<file path="src/rtl/video_in_pkg.sv">
// Shared types and constants for the video_in blocks.
//   state_e  : store-side FSM states (FILL gathers pixels, BURST writes them out)
//   CTI_*    : Wishbone cycle-type identifiers used by burst masters
package video_in_pkg;

  typedef enum logic {
    FILL  = 1'b0,
    BURST = 1'b1
  } state_e;

  localparam logic [2:0] CTI_IDLE = 3'b000;
  localparam logic [2:0] CTI_INCR = 3'b010;
  localparam logic [2:0] CTI_END  = 3'b111;

endpackage

</file>
<file path="src/rtl/video_in_pack.sv">
// Byte-to-word packer: four pixels form one little-endian 32-bit word.
//   clk, nRST    : clock, asynchronous active-low reset
//   clr          : drop any partial word; a byte presented together is stored as byte 0
//   byte_valid   : byte_in is captured this cycle
//   byte_in      : pixel byte
//   byte_idx     : number of bytes held in the partial word (registered)
//   word_valid_c : this cycle's byte completes a word (combinational)
//   word_c       : completed word, valid with word_valid_c (combinational)
module video_in_pack (
  input  logic        clk,
  input  logic        nRST,
  input  logic        clr,
  input  logic        byte_valid,
  input  logic [7:0]  byte_in,
  output logic [1:0]  byte_idx,
  output logic        word_valid_c,
  output logic [31:0] word_c
);

  logic [1:0]  idx_q, idx_d;
  logic [23:0] part_q, part_d;
  logic [1:0]  pos;

  // Slot for the incoming byte; a clear restarts packing at slot 0.
  always_comb begin
    idx_d        = idx_q;
    part_d       = part_q;
    word_valid_c = 1'b0;
    pos          = clr ? 2'd0 : idx_q;
    if (clr) idx_d = 2'd0;
    if (byte_valid) begin
      idx_d = pos + 2'd1;
      case (pos)
        2'd0:    part_d[7:0]   = byte_in;
        2'd1:    part_d[15:8]  = byte_in;
        2'd2:    part_d[23:16] = byte_in;
        default: word_valid_c  = 1'b1;
      endcase
    end
  end

  always_ff @(posedge clk or negedge nRST) begin
    if (!nRST) begin
      idx_q  <= 2'd0;
      part_q <= 24'd0;
    end else begin
      idx_q  <= idx_d;
      part_q <= part_d;
    end
  end

  assign word_c   = {byte_in, part_q};
  assign byte_idx = idx_q;

endmodule

</file>
<file path="src/rtl/video_in_store.sv">
// Pops pixels from the video input FIFO, packs them into words, gathers
// BURST_LEN words and writes them to the frame buffer as one Wishbone
// classic incrementing burst. Owns the frame-buffer address; pulses
// frame_done after the last burst of a frame is acknowledged.
//   clk, nRST                        : clock, asynchronous active-low reset
//   fifo_data, fifo_empty, fifo_r_e  : FIFO read port (1-cycle read latency)
//   frame_start                      : start-of-frame pulse, resynchronises addressing
//   wb_*                             : Wishbone master write port
//   frame_done                       : one-cycle end-of-frame pulse
module video_in_store
  import video_in_pkg::*;
#(
  parameter logic [31:0] FRAME_BASE = 32'h0040_0000,
  parameter int unsigned IMG_WIDTH  = 640,
  parameter int unsigned IMG_HEIGHT = 480,
  parameter int unsigned BURST_LEN  = 8
) (
  input  logic        clk,
  input  logic        nRST,
  input  logic [7:0]  fifo_data,
  input  logic        fifo_empty,
  output logic        fifo_r_e,
  input  logic        frame_start,
  output logic        wb_cyc_o,
  output logic        wb_stb_o,
  output logic        wb_we_o,
  output logic [31:0] wb_adr_o,
  output logic [31:0] wb_dat_o,
  output logic [3:0]  wb_sel_o,
  output logic [2:0]  wb_cti_o,
  input  logic        wb_ack_i,
  output logic        frame_done
);

  localparam int unsigned BEAT_W      = $clog2(BURST_LEN);
  localparam int unsigned FILL_BYTES  = 4 * BURST_LEN;
  localparam int unsigned CNT_W       = $clog2(FILL_BYTES) + 1;
  localparam int unsigned FRAME_WORDS = IMG_WIDTH * IMG_HEIGHT / 4;
  localparam int unsigned FWC_W       = $clog2(FRAME_WORDS + 1);

  localparam logic [BEAT_W-1:0] LAST_BEAT   = BEAT_W'(BURST_LEN - 1);
  localparam logic [31:0]       BURST_BYTES = 32'(FILL_BYTES);
  localparam logic [FWC_W-1:0]  LAST_BURST  = FWC_W'(FRAME_WORDS - BURST_LEN);

  state_e              state_q, state_d;
  logic [BEAT_W-1:0]   word_idx_q, word_idx_d;
  logic [BEAT_W-1:0]   beat_q, beat_d, beat_nxt;
  logic [31:0]         base_q, base_d;
  logic [FWC_W-1:0]    frame_cnt_q, frame_cnt_d;
  logic                resync_q, resync_d;
  logic                inflight_q, inflight_d;
  logic [31:0]         wbuf_q [BURST_LEN];
  logic [31:0]         wbuf_d [BURST_LEN];
  logic                cyc_q, cyc_d, stb_q, stb_d, we_q, we_d, done_q, done_d;
  logic [31:0]         adr_q, adr_d, dat_q, dat_d;
  logic [3:0]          sel_q, sel_d;
  logic [2:0]          cti_q, cti_d;

  logic [1:0]          byte_idx;
  logic                word_valid_c;
  logic [31:0]         word_c;
  logic                pack_clr, byte_valid;
  logic [CNT_W-1:0]    fill_lvl;

  assign pack_clr   = (state_q == FILL) && frame_start;
  assign byte_valid = (state_q == FILL) && inflight_q;

  video_in_pack u_pack (
    .clk          (clk),
    .nRST         (nRST),
    .clr          (pack_clr),
    .byte_valid   (byte_valid),
    .byte_in      (fifo_data),
    .byte_idx     (byte_idx),
    .word_valid_c (word_valid_c),
    .word_c       (word_c)
  );

  // Bytes held plus the byte still in flight must never exceed one burst.
  assign fill_lvl   = CNT_W'({word_idx_q, byte_idx}) + CNT_W'(inflight_q);
  assign fifo_r_e   = (state_q == FILL) && !fifo_empty && (fill_lvl < CNT_W'(FILL_BYTES));
  assign inflight_d = fifo_r_e;

  // Next-state and registered-output logic.
  always_comb begin
    state_d     = state_q;
    word_idx_d  = word_idx_q;
    beat_d      = beat_q;
    base_d      = base_q;
    frame_cnt_d = frame_cnt_q;
    resync_d    = resync_q;
    wbuf_d      = wbuf_q;
    cyc_d       = cyc_q;
    stb_d       = stb_q;
    we_d        = we_q;
    adr_d       = adr_q;
    dat_d       = dat_q;
    sel_d       = sel_q;
    cti_d       = cti_q;
    done_d      = 1'b0;
    beat_nxt    = beat_q + BEAT_W'(1);

    if (state_q == FILL) begin
      if (frame_start) begin
        word_idx_d  = '0;
        base_d      = FRAME_BASE;
        frame_cnt_d = '0;
      end
      // word_valid_c is suppressed by the packer clear, so no conflict with frame_start.
      if (word_valid_c) begin
        wbuf_d[word_idx_q] = word_c;
        if (word_idx_q == LAST_BEAT) begin
          state_d    = BURST;
          word_idx_d = '0;
          beat_d     = '0;
          cyc_d      = 1'b1;
          stb_d      = 1'b1;
          we_d       = 1'b1;
          sel_d      = 4'hF;
          adr_d      = base_q;
          dat_d      = wbuf_q[0];
          cti_d      = CTI_INCR;
        end else begin
          word_idx_d = word_idx_q + BEAT_W'(1);
        end
      end
    end else begin
      if (frame_start) resync_d = 1'b1;
      if (wb_ack_i) begin
        if (beat_q == LAST_BEAT) begin
          state_d  = FILL;
          cyc_d    = 1'b0;
          stb_d    = 1'b0;
          we_d     = 1'b0;
          sel_d    = 4'h0;
          cti_d    = CTI_IDLE;
          adr_d    = 32'd0;
          dat_d    = 32'd0;
          resync_d = 1'b0;
          // A resync supersedes the natural wrap: one reload, no frame_done.
          if (resync_q || frame_start) begin
            base_d      = FRAME_BASE;
            frame_cnt_d = '0;
          end else if (frame_cnt_q == LAST_BURST) begin
            base_d      = FRAME_BASE;
            frame_cnt_d = '0;
            done_d      = 1'b1;
          end else begin
            base_d      = base_q + BURST_BYTES;
            frame_cnt_d = frame_cnt_q + FWC_W'(BURST_LEN);
          end
        end else begin
          beat_d = beat_nxt;
          adr_d  = base_q + 32'({beat_nxt, 2'b00});
          dat_d  = wbuf_q[beat_nxt];
          cti_d  = (beat_nxt == LAST_BEAT) ? CTI_END : CTI_INCR;
        end
      end
    end
  end

  always_ff @(posedge clk or negedge nRST) begin
    if (!nRST) begin
      state_q     <= FILL;
      word_idx_q  <= '0;
      beat_q      <= '0;
      base_q      <= FRAME_BASE;
      frame_cnt_q <= '0;
      resync_q    <= 1'b0;
      inflight_q  <= 1'b0;
      wbuf_q      <= '{default: '0};
      cyc_q       <= 1'b0;
      stb_q       <= 1'b0;
      we_q        <= 1'b0;
      adr_q       <= 32'd0;
      dat_q       <= 32'd0;
      sel_q       <= 4'h0;
      cti_q       <= CTI_IDLE;
      done_q      <= 1'b0;
    end else begin
      state_q     <= state_d;
      word_idx_q  <= word_idx_d;
      beat_q      <= beat_d;
      base_q      <= base_d;
      frame_cnt_q <= frame_cnt_d;
      resync_q    <= resync_d;
      inflight_q  <= inflight_d;
      wbuf_q      <= wbuf_d;
      cyc_q       <= cyc_d;
      stb_q       <= stb_d;
      we_q        <= we_d;
      adr_q       <= adr_d;
      dat_q       <= dat_d;
      sel_q       <= sel_d;
      cti_q       <= cti_d;
      done_q      <= done_d;
    end
  end

  assign wb_cyc_o   = cyc_q;
  assign wb_stb_o   = stb_q;
  assign wb_we_o    = we_q;
  assign wb_adr_o   = adr_q;
  assign wb_dat_o   = dat_q;
  assign wb_sel_o   = sel_q;
  assign wb_cti_o   = cti_q;
  assign frame_done = done_q;

endmodule

</file>
<file path="config.mk">
export PLATFORM = sky130hd
export DESIGN_NAME = video_in_store
export DESIGN_NICKNAME = d
export VERILOG_FILES = /design/src/rtl/video_in_pkg.sv /design/src/rtl/video_in_pack.sv /design/src/rtl/video_in_store.sv
export SDC_FILE = /design/constraint.sdc
export NUM_CORES = 1
export LEC_CHECK = 0
export ABC_CLOCK_PERIOD_IN_PS = 3700
export BUFFER_PORTS_ARGS = -buffer_cell sky130_fd_sc_hd__buf_4
export CAP_MARGIN = 20
export CELL_PAD_IN_SITES_DETAIL_PLACEMENT = 1
export CELL_PAD_IN_SITES_GLOBAL_PLACEMENT = 1
export CORE_MARGIN = 3
export CORE_UTILIZATION = 51
export DETAILED_ROUTE_END_ITERATION = 8
export PLACE_DENSITY = 0.89
export SLEW_MARGIN = 20
export SYNTH_ARGS = -nofsm -noshare
export SYNTH_HDL_FRONTEND = slang
export SYNTH_SLANG_ARGS = --single-unit
</file>
<file path="constraint.sdc">
create_clock -name clk -period 3.7 [get_ports clk]
set_clock_uncertainty 0.2 [all_clocks]
set_input_delay 0.37 -clock clk [delete_from_list [all_inputs] [get_ports clk]]
set_output_delay 0.37 -clock clk [all_outputs]
set_load 0.02 [all_outputs]
</file>
==> reports/qor.json <==
{
  "clock_network": {
    "htreeDepth": 2,
    "cts_sinks": 399,
    "cts_buffers": 42,
    "cts_tree": "done",
    "cts_buffer_depth": 3,
    "post-cts-setup-buffer-count": 0,
    "clock_slew_seen_by_the_registers_of_the_worst_setup_and_hold_paths_ns": 0.07,
    "worstSkewPairLatency_ns": 0.55,
    "cell_at_the_root_of_the_clock_tree": "clkbuf_16"
  },
  "power_and_ir_drop": {
    "worst_ir_drop_vdd_v": 0.0003744,
    "leakage_component_of_the_power_uw": 0.009750,
    "power-per-cell-area_nw_per_um2": 486.9,
    "p_total_uw": 10120
  },
  "global_routing": {
    "global_route_wire_length_before_repair_um": 84590,
    "via_count_of_the_first_global_routing_pass": 13452,
    "initial_antenna_violation_count": 1,
    "grt_overflow_total": 0,
    "maximum_number_of_pins_on_one_net_before_global_route_repair": 101,
    "overall_global_routing_resource_usage": 0.2910
  },
  "finish": {
    "layout.cells.most_common_list": "396 x dfrtp_1, 278 x mux2_2, 114 x buf_4, 64 x mux4_2, 49 x nand2_1",
    "final_area_sq_um": 20780,
    "fill_count": 3224,
    "finish.net_count": 1388,
    "syn_to_final_growth_pct": 15.64,
    "mostFrequentLayoutCell": "dfrtp_1",
    "drive_gt1_frac": 0.4011,
    "finalNonFillerCells": 1852
  },
  "logic_synthesis": {
    "synth.yosys.seq_area_share": 0.5558,
    "yosys_most_used_dff": "dfrtp_1",
    "post-synth-top-area-fraction": 0.5543,
    "synth_top_area_cell": "dfrtp_1",
    "synthCells": 1284,
    "post_synth_instance_area_sq_um": 17970,
    "post_synth.cell_area_avg_sq_um": 13.99,
    "yosysWarningCount": 0,
    "number_of_synthesized_flops_with_an_enable_pin": 0,
    "number_of_flip_flops_and_latches_in_the_synthesized_netlist": 399,
    "synthArstFlopShare": 1.000,
    "syn-num-nets": 1309,
    "yosys.cell_types.count": 61,
    "synth.top_cells.by_area": "dfrtp_1 55%, mux2_2 17%, mux4_2 8.0%"
  },
  "die": {
    "die_area_sq_um": 37520,
    "floorplan.core_area_sq_um": 34630,
    "chipHeight_um": 193.7,
    "placement_rows": 68,
    "io_pins": 89,
    "die_w_um": 193.7,
    "floorplan.initialDensity": 0.5189
  },
  "setup_path": {
    "timing.critical_path.fanout_max": 26,
    "critical_path_required_ns": 3.92,
    "critPathCaptureType": "register",
    "critical_path_max_stage_delay_ns": 0.56,
    "worst_path_max_delay_cell": "dlygate4sd3_1",
    "worst_setup_path_start_kind": "primary input",
    "path_common_cell": "nand2_1",
    "sequence_of_cells_on_the_critical_path": "dlygate4sd3_1 -> buf_4 -> nand2b_1 -> nand2_1 -> inv_1 -> ha_1 -> nand2_1 -> nor2_1 -> nand3b_1 -> buf_12 -> mux2_2",
    "worstPathArrival_ns": 3.58,
    "path_class": "primary input to register"
  },
  "route": {
    "drt_pass1_iterations": 6,
    "drc_errors": 0,
    "viasPerCell": 6.373,
    "postRouteWirelength_um": 54900,
    "postRouteAntennaNets": 0,
    "drt_iter0_markers": 1023,
    "via_count": 11802,
    "drt-wirelength-per-cell_um": 29.65
  },
  "placed_design": {
    "port_buffers": 88,
    "post-place-cells": 1767,
    "place_hpwl_um": 30610,
    "gpl.final_weighted_congestion": 0.7911,
    "post_dp_cell_area_sq_um": 19170
  },
  "run_status": {
    "status": "finished clean"
  },
  "run": {
    "cap_viol_max_count": 0
  },
  "timing": {
    "max_clock_freq_mhz": 297.1,
    "worst_slew_pin_slew_ns": 1.014,
    "fin_tns_setup_ns": 0,
    "final_max_slew_viol_count": 0,
    "worst_slew_margin_rel": 0.3190,
    "finalSetupViolCount": 0,
    "timing.final.hold_violations": 0,
    "post-route-period-util": 0.9096,
    "period_needed_ns": 3.366,
    "rsz_0062_raised_after_global_routing": "false"
  },
  "min_path": {
    "holdCritPathClass": "primary input to register"
  }
}
-- stage by stage --
stage                 util  hold WS, ns  worst slack [ns]
finish              0.6000      0.02252            0.3345
global route        0.6000     0.007603            0.2400
CTS                 0.5999      0.01203            0.4225
detailed placement  0.5535       0.1699            0.6001
global placement    0.5535       0.1579            0.8484
floorplan                -      -0.1256             1.089
-- registers in the layout, indices dropped and copies added (netlist names), 2 cells and up --
register	cells
base_q	27
beat_q	3
frame_cnt_q	14
u_pack.byte_idx	2
u_pack.part_q	24
wb_adr_o	31
wb_cti_o	2
wb_dat_o	32
wbuf_q	256
word_idx_q	3
-- cell usage after synthesis (12+ instances only) --
master,instances
dfrtp_1,398
mux2_2,278
mux4_2,64
nand2_1,49
nor2_1,43
o21ai_0,43
a21oi_1,42
clkbuf_1,42
buf_2,37
mux2i_1,34
nor3b_1,32
a22o_1,29
nand3_1,22
xnor2_1,22
xor2_1,19
nand4_1,16
ha_1,12
-- where the power goes --
| part | total, uW | leakage (uW) | internal [uW] | switching [uW] |
|---|---|---|---|---|
| Combinational | 466 | 0.00350 | 228 | 237 |
| Clock | 4730 | 0.000765 | 2860 | 1870 |
| Sequential | 4920 | 0.00549 | 4570 | 349 |
-- metal layers --
layer | share of wire | track usage
met5 | 0 | 0
met4 | 0.036 | 0.1208
met1 | 0.39 | 0.3628
met2 | 0.52 | 0.5118
met3 | 0.050 | 0.04240
-- what timing repair did --
item,4_1_cts,5_1_grt
resized for setup,0,0
hold buffers,7,0
endpoints found under the hold margin,81,0
setup endpoints to repair,0,0
-- logic make-up after synthesis --
| kind of cell | share of synthesized area |
|---|---|
| flip-flops | 0.5558 |
| multiplexers | 0.2753 |
| AND/OR/NAND/NOR | 0.06602 |
| AO/OA/AOI/OAI | 0.04770 |
| buffers and inverters | 0.02667 |
| XOR/XNOR | 0.01999 |
| adder cells (fa/ha/maj) | 0.008356 |
| other | 0.0002087 |
-- layout make-up --
class | instances | area [sq um] | area share
Clock inverter | 17 | 279.0 | 0.01343
Antenna cell | 1 | 2.502 | 0.0001204
Timing Repair Buffer | 130 | 1101 | 0.05299
Multi-Input combinational cell | 780 | 7538 | 0.3628
Tap cell | 455 | 569.3 | 0.02740
Clock buffer | 60 | 1259 | 0.06058
Sequential cell | 399 | 9991 | 0.4809
Inverter | 10 | 37.54 | 0.001807
-- critical path: cells and delay by family --
kind | cells | cell delay [ns]
adder cells (fa/ha/maj) | 1 | 0.25
buffers and inverters | 4 | 1.20
multiplexers | 1 | 0.31
AND/OR/NAND/NOR | 5 | 1.43
-- worst paths after layout --
path,start,to,slack [ns],depth (start not counted)
min in group asynchronous,nRST,base_q[19]$_DFFE_PN0P_,0.20,2
max in group asynchronous,nRST,wbuf_q[186]$_DFFE_PN0P_,2.13,3
worst max-delay path,frame_start,wbuf_q[170]$_DFFE_PN0P_,0.33,11
worst max register to register,state_q$_DFF_PN0_,wbuf_q[170]$_DFFE_PN0P_,0.47,9
worst min-delay path,fifo_data[4],u_pack.part_q[12]$_DFFE_PN0P_,0.02,2
worst min register to register,wb_adr_o[4]$_DFFE_PN0P_,wb_adr_o[4]$_DFFE_PN0P_,0.29,2
No activity file was read; power rests on OpenSTA's default activity.
